$ cat config.mk
export PLATFORM = sky130hd
export DESIGN_NAME = qtcore_scan_master_flat
export DESIGN_NICKNAME = d
export VERILOG_FILES = /design/src/rtl/qtcore_scan_master_if.sv /design/src/rtl/qtcore_scan_master.sv /design/src/flat_wrapper.sv
export SDC_FILE = /design/constraint.sdc
export NUM_CORES = 1
export LEC_CHECK = 0
export BUFFER_PORTS_ARGS = -buffer_cell sky130_fd_sc_hd__buf_2
export CAP_MARGIN = 20
export CORE_MARGIN = 8
export CORE_UTILIZATION = 65
export DETAILED_ROUTE_END_ITERATION = 8
export PLACE_DENSITY = 0.94
export SYNTH_ARGS = -nofsm -noshare
export SYNTH_HDL_FRONTEND = slang
export SYNTH_SLANG_ARGS = --single-unit
$ cat constraint.sdc
create_clock -name clk_in -period 4.5 [get_ports clk_in]
set_clock_uncertainty 0.15 [all_clocks]
set_input_delay 0.675 -clock clk_in [delete_from_list [all_inputs] [get_ports clk_in]]
set_output_delay 0.675 -clock clk_in [all_outputs]
set_load 0.005 [all_outputs]
$ cat src/rtl/qtcore_scan_master_if.sv
// Host-side bus of the qtcore scan master: image buffer access, exchange/run
// control and the scan/processor pins toward the qtcore.
interface qtcore_scan_master_if #(
  parameter int CNT_W = 16
);
  logic             load_valid_in;
  logic [7:0]       load_data_in;
  logic             rd_ack_in;
  logic [7:0]       rd_data_out;
  logic             start_xchg_in;
  logic             start_run_in;
  logic [CNT_W-1:0] run_max_in;
  logic             scan_en_n_out;
  logic             proc_en_n_out;
  logic             scan_d_out;
  logic             scan_q_in;
  logic             busy_out;
  logic             done_out;
  logic             halted_out;
  logic [CNT_W-1:0] run_cycles_out;

  modport master (
    input  load_valid_in, load_data_in, rd_ack_in, start_xchg_in,
           start_run_in, run_max_in, scan_q_in,
    output rd_data_out, scan_en_n_out, proc_en_n_out, scan_d_out,
           busy_out, done_out, halted_out, run_cycles_out
  );

  modport slave (
    output load_valid_in, load_data_in, rd_ack_in, start_xchg_in,
           start_run_in, run_max_in, scan_q_in,
    input  rd_data_out, scan_en_n_out, proc_en_n_out, scan_d_out,
           busy_out, done_out, halted_out, run_cycles_out
  );
endinterface

$ cat src/rtl/qtcore_scan_master.sv
// Scan-chain master for a qtcore: byte-wide image buffer, full-chain exchange
// and bounded run-until-halt with cycle count.
//
// state | meaning
// IDLE  | image buffer accessible by bytes, waiting for a start
// SHIFT | CHAIN_LEN edges swapping image and qtcore chain, scan_en_n low
// RUN   | proc_en_n low, counting cycles until halt or run_max
module qtcore_scan_master #(
  parameter int CHAIN_LEN = 160,
  parameter int CNT_W     = 16
) (
  input logic clk_in,
  input logic rst_in,
  qtcore_scan_master_if.master bus
);
  localparam int BIT_W = $clog2(CHAIN_LEN);
  localparam logic [BIT_W-1:0] LAST_BIT = BIT_W'(CHAIN_LEN - 1);

  localparam logic [1:0] ST_IDLE  = 2'd0;
  localparam logic [1:0] ST_SHIFT = 2'd1;
  localparam logic [1:0] ST_RUN   = 2'd2;

  logic [1:0]           state;
  logic [CHAIN_LEN-1:0] image;
  logic [BIT_W-1:0]     bit_cnt;
  logic [CNT_W-1:0]     run_cnt;
  logic [CNT_W-1:0]     run_max;
  logic [CNT_W-1:0]     run_next;
  logic                 done;
  logic                 halted;
  logic                 hit_halt;

  assign run_next = run_cnt + CNT_W'(1);
  // scan_q doubles as the halt flag once the core has had two cycles to settle
  assign hit_halt = (run_next >= CNT_W'(2)) && bus.scan_q_in;

  always_ff @(posedge clk_in) begin
    if (rst_in) begin
      state   <= ST_IDLE;
      image   <= '0;
      bit_cnt <= '0;
      run_cnt <= '0;
      run_max <= '0;
      done    <= 1'b0;
      halted  <= 1'b0;
    end else begin
      done <= 1'b0;
      case (state)
        ST_IDLE: begin
          if (bus.start_xchg_in) begin
            state   <= ST_SHIFT;
            bit_cnt <= '0;
          end else if (bus.start_run_in) begin
            run_max <= bus.run_max_in;
            run_cnt <= '0;
            halted  <= 1'b0;
            if (bus.run_max_in == '0) done  <= 1'b1;
            else                      state <= ST_RUN;
          end else if (bus.load_valid_in) begin
            image <= {image[CHAIN_LEN-9:0], bus.load_data_in};
          end else if (bus.rd_ack_in) begin
            image <= {image[CHAIN_LEN-9:0], image[CHAIN_LEN-1 -: 8]};
          end
        end
        ST_SHIFT: begin
          image   <= {image[CHAIN_LEN-2:0], bus.scan_q_in};
          bit_cnt <= bit_cnt + BIT_W'(1);
          if (bit_cnt == LAST_BIT) begin
            state <= ST_IDLE;
            done  <= 1'b1;
          end
        end
        ST_RUN: begin
          run_cnt <= run_next;
          if (hit_halt) begin
            halted <= 1'b1;
            state  <= ST_IDLE;
            done   <= 1'b1;
          end else if (run_next == run_max) begin
            state <= ST_IDLE;
            done  <= 1'b1;
          end
        end
        default: state <= ST_IDLE;
      endcase
    end
  end

  assign bus.scan_en_n_out  = (state != ST_SHIFT);
  assign bus.proc_en_n_out  = (state != ST_RUN);
  assign bus.busy_out       = (state != ST_IDLE);
  assign bus.done_out       = done;
  assign bus.halted_out     = halted;
  assign bus.run_cycles_out = run_cnt;
  assign bus.scan_d_out     = image[CHAIN_LEN-1];
  assign bus.rd_data_out    = image[CHAIN_LEN-1 -: 8];
endmodule
$ cat src/flat_wrapper.sv
// flat-port wrapper written by rule: the top's interface ports become plain ports
module qtcore_scan_master_flat 
#(
  parameter int CHAIN_LEN = 160,
  parameter int CNT_W     = 16
)
  (clk_in, rst_in, bus_load_valid_in, bus_load_data_in, bus_rd_ack_in, bus_start_xchg_in, bus_start_run_in, bus_run_max_in, bus_scan_q_in, bus_rd_data_out, bus_scan_en_n_out, bus_proc_en_n_out, bus_scan_d_out, bus_busy_out, bus_done_out, bus_halted_out, bus_run_cycles_out);
  qtcore_scan_master_if #(.CNT_W(CNT_W)) bus_i ();
  input logic clk_in;
  input logic rst_in;
  input wire logic [$bits(bus_i.load_valid_in)-1:0] bus_load_valid_in;
  input wire logic [$bits(bus_i.load_data_in)-1:0] bus_load_data_in;
  input wire logic [$bits(bus_i.rd_ack_in)-1:0] bus_rd_ack_in;
  input wire logic [$bits(bus_i.start_xchg_in)-1:0] bus_start_xchg_in;
  input wire logic [$bits(bus_i.start_run_in)-1:0] bus_start_run_in;
  input wire logic [$bits(bus_i.run_max_in)-1:0] bus_run_max_in;
  input wire logic [$bits(bus_i.scan_q_in)-1:0] bus_scan_q_in;
  output wire logic [$bits(bus_i.rd_data_out)-1:0] bus_rd_data_out;
  output wire logic [$bits(bus_i.scan_en_n_out)-1:0] bus_scan_en_n_out;
  output wire logic [$bits(bus_i.proc_en_n_out)-1:0] bus_proc_en_n_out;
  output wire logic [$bits(bus_i.scan_d_out)-1:0] bus_scan_d_out;
  output wire logic [$bits(bus_i.busy_out)-1:0] bus_busy_out;
  output wire logic [$bits(bus_i.done_out)-1:0] bus_done_out;
  output wire logic [$bits(bus_i.halted_out)-1:0] bus_halted_out;
  output wire logic [$bits(bus_i.run_cycles_out)-1:0] bus_run_cycles_out;
  assign bus_i.load_valid_in = bus_load_valid_in;
  assign bus_i.load_data_in = bus_load_data_in;
  assign bus_i.rd_ack_in = bus_rd_ack_in;
  assign bus_i.start_xchg_in = bus_start_xchg_in;
  assign bus_i.start_run_in = bus_start_run_in;
  assign bus_i.run_max_in = bus_run_max_in;
  assign bus_i.scan_q_in = bus_scan_q_in;
  assign bus_rd_data_out = bus_i.rd_data_out;
  assign bus_scan_en_n_out = bus_i.scan_en_n_out;
  assign bus_proc_en_n_out = bus_i.proc_en_n_out;
  assign bus_scan_d_out = bus_i.scan_d_out;
  assign bus_busy_out = bus_i.busy_out;
  assign bus_done_out = bus_i.done_out;
  assign bus_halted_out = bus_i.halted_out;
  assign bus_run_cycles_out = bus_i.run_cycles_out;
  qtcore_scan_master #(.CHAIN_LEN(CHAIN_LEN), .CNT_W(CNT_W)) u_core (.clk_in(clk_in), .rst_in(rst_in), .bus(bus_i));
endmodule
==> out/results.ini <==
[status]
outcome=complete, no violations

[worst_setup_path]
critical_path_class=flip-flop to flip-flop
crit_cells=7
worstRegToRegCells=7
slowest_stage=or4_1
reg2reg_from=u_core.bus.run_cycles_out[2]$_SDFFE_PP0P_
slowest_delay_ps=680
endpoint_kind=flip-flop
cp_max_fo=13
crit_family=simple AND/OR/NAND/NOR gates
critPathLaunch=u_core.bus.run_cycles_out[2]$_SDFFE_PP0P_
cp.required_ps=4730
rr_endpoint=u_core.bus.done_out$_SDFF_PP0_
critPathCapture=u_core.bus.done_out$_SDFF_PP0_
r2r_setup_slack_ps=1190
path_common_cell=or4_1
cp_data_arrival_time_ps=3540
cp.buffers_inverters=0
path_cells=nand4_1 > or4_1 > xnor2_1 > or4_1 > o41ai_2 > o311ai_1 > and3b_1
critPathLaunchType=flip-flop

[cts]
cts_buffers=21
cts.reportedPaths.clkPinSlew_ps=60
cts_setup_buffers=0
cts_hold_buf=0
clock_latency_ps=500
cts_tree=done
htreeDepth=1
cts-resized-gates=0
clock_path_buffers=3
root_buffer=clkbuf_16
cts.sinks=204

[final_layout]
n_fill_cell=1096
area_growth_pct=8.32
multi_input_area_mm2=0.00487
seq_area_mm2=0.00408
final_common_cell=nand2_1
mostFrequentLayoutCells=nand2_1 (346), dfxtp_1 (204), nor2_1 (200), a311oi_1 (153), buf_2 (59)
final_nets=1243
stdcell_area_mm2=0.0103
fin_util=0.713
drive_gt1_frac=0.0964

[logic_synthesis]
synth_area_leader_cell=dfxtp_1
synth_compound_area_frac=0.206
yosysTopAreaCellShare=0.430
synthAdderAreaFrac=0.00395
ys_ff_latch=204
synth-async-reset-ratio=0
synthMuxAreaShare=0.0105
synth_xor_area_frac=0.0212
yosysSeqAreaShare=0.430
synth-simple-area-share=0.270
synth_top_flop_cell=dfxtp_1
yosysWarnings=0
syn_nets=1279
synth_area_mm2=0.00949
synth_top_family_by_area=simple AND/OR/NAND/NOR gates
synth_edf_count=0
synth.avg_cell_area_um2=7.63
syn_inst=1245
synth.area.top_cells=dfxtp_1 (43%), a311oi_1 (14%), nand2_1 (14%)
synth_cell_type_count=55

[sta]
fin_ws_ps=1190
report.final.slew_viol_count=0
period_minus_slack_ps=3310
setup-violations-final=0
relSlewSlack=0.269
hold_violations=0
max_freq_mhz=302
setup_tns_ps=0
rsz0062_at_grt=false
period_share=0.736
tightest_slew_ps=1100

[die]
die_area_mm2=0.0187
start_util=0.658
core_area_mm2=0.0144
io_pins=61
die_w_um=137
fp.dieH_um=137
row_count=44

[route]
post_drt_wl_per_cell_um=16.3
drt_wl_total_um=23000
routed-via-count=8810
ant_nets=0
drc=0
dr.pass1.iters=5
vias_per_cell=6.25
drt_iter0_drc=1057

[global_routing]
gr-total-overflow=0
grtUsageTotal=0.240
grt_pass1_vias=7778
antenna_found_initial=1
grt_max_degree=177
grt_pass1_wl_um=37800

[placed_design]
port_buffers=60
pre_cts_slack_ps=1260
post-dp-hpwl_um=14100
gp_congestion=0.910
dpl_cell_area_mm2=0.00961

[flow_run]
maxCapViolations=0

[min_path]
hold_path.class=input port to flip-flop

[pwr]
vdd_ir_drop_max_mv=0.359
pwr_density_cell_mw_per_mm2=445
fin_total_pwr_mw=4.58
p_leak_nw=3.57

==> cell usage after synthesis, drive strengths merged (4+ instances only) <==
cell	instances
a21oi	41
a222oi	8
a22oi	4
a311oi	153
a31oi	4
and4	4
buf	19
clkbuf	108
dfxtp	204
inv	4
mux2	8
nand2	346
nand3	14
nand4	8
nor2	201
nor3	11
nor4	12
o21ai	23
or3	5
xnor2	12
xor2	11
==> per-layer routing <==
layer	wire [um]	share of wire	global-route usage
met5	0	0	0
met4	620	0.027	0.0815
met3	1690	0.074	0.0319
met2	10700	0.46	0.381
met1	10000	0.44	0.330
==> registers in the layout (all words and copies together) (netlist names) <==
name,count
u_core.image,160
u_core.bus.run_cycles_out,16
u_core.run_max,16
u_core.bit_cnt,8
u_core.state,2
u_core.bus.done_out,1
u_core.bus.halted_out,1
==> area by class of cell <==
class / instances / share of cell area
diodes: 1 / 0.000243
clock buffers: 31 / 0.0567
clock inverters: 7 / 0.00864
inverters: 5 / 0.00207
multi-input cells: 909 / 0.474
flip-flops and latches: 204 / 0.397
well taps: 184 / 0.0224
repair buffers: 68 / 0.0393
==> worst min path at each step <==
stage / from / depth (start not counted) / to
2_1_floorplan: u_core.run_max[3]$_SDFFE_PP0P_ / 2 / u_core.run_max[3]$_SDFFE_PP0P_
3_3_place_gp: u_core.run_max[1]$_SDFFE_PP0P_ / 2 / u_core.run_max[1]$_SDFFE_PP0P_
3_5_place_dp: u_core.run_max[1]$_SDFFE_PP0P_ / 2 / u_core.run_max[1]$_SDFFE_PP0P_
4_1_cts: bus_run_max_in[9] / 3 / u_core.run_max[9]$_SDFFE_PP0P_
5_1_grt: bus_run_max_in[9] / 3 / u_core.run_max[9]$_SDFFE_PP0P_
6_report: bus_run_max_in[9] / 3 / u_core.run_max[9]$_SDFFE_PP0P_
==> worst register-to-register path, delay by kind of cell, from the launching register on <==
kind	cells	cell delay, ps
AO/OA/AOI/OAI	2	570
AND/OR/NAND/NOR	4	1740
XOR/XNOR	1	160
flip-flops	1	590
==> through the flow <==
step	hold WS, ps	cells
after floorplan	296	1245
after global placement	310	1370
after detailed placement	319	1370
after CTS	275	1408
after global routing	285	1409
final	296	1409
==> logic make-up (layout without fill, tap and decap cells) <==
family	after synthesis	in the layout
mux	9	9
compound gates	251	251
flops	204	204
xor+xnor	23	23
buf+inv	132	111
fa+ha+maj	3	3
simple gates	623	623
other cells	0	1
==> where the power goes <==
| part | internal (mW) | total, mW | switching [mW] |
|---|---|---|---|
| combinational | 0.246 | 0.705 | 0.458 |
| sequential | 1.99 | 2.16 | 0.166 |
| clock | 1.02 | 1.71 | 0.697 |
| total | 3.26 | 4.58 | 1.32 |
(Power assumes the default switching activity.)
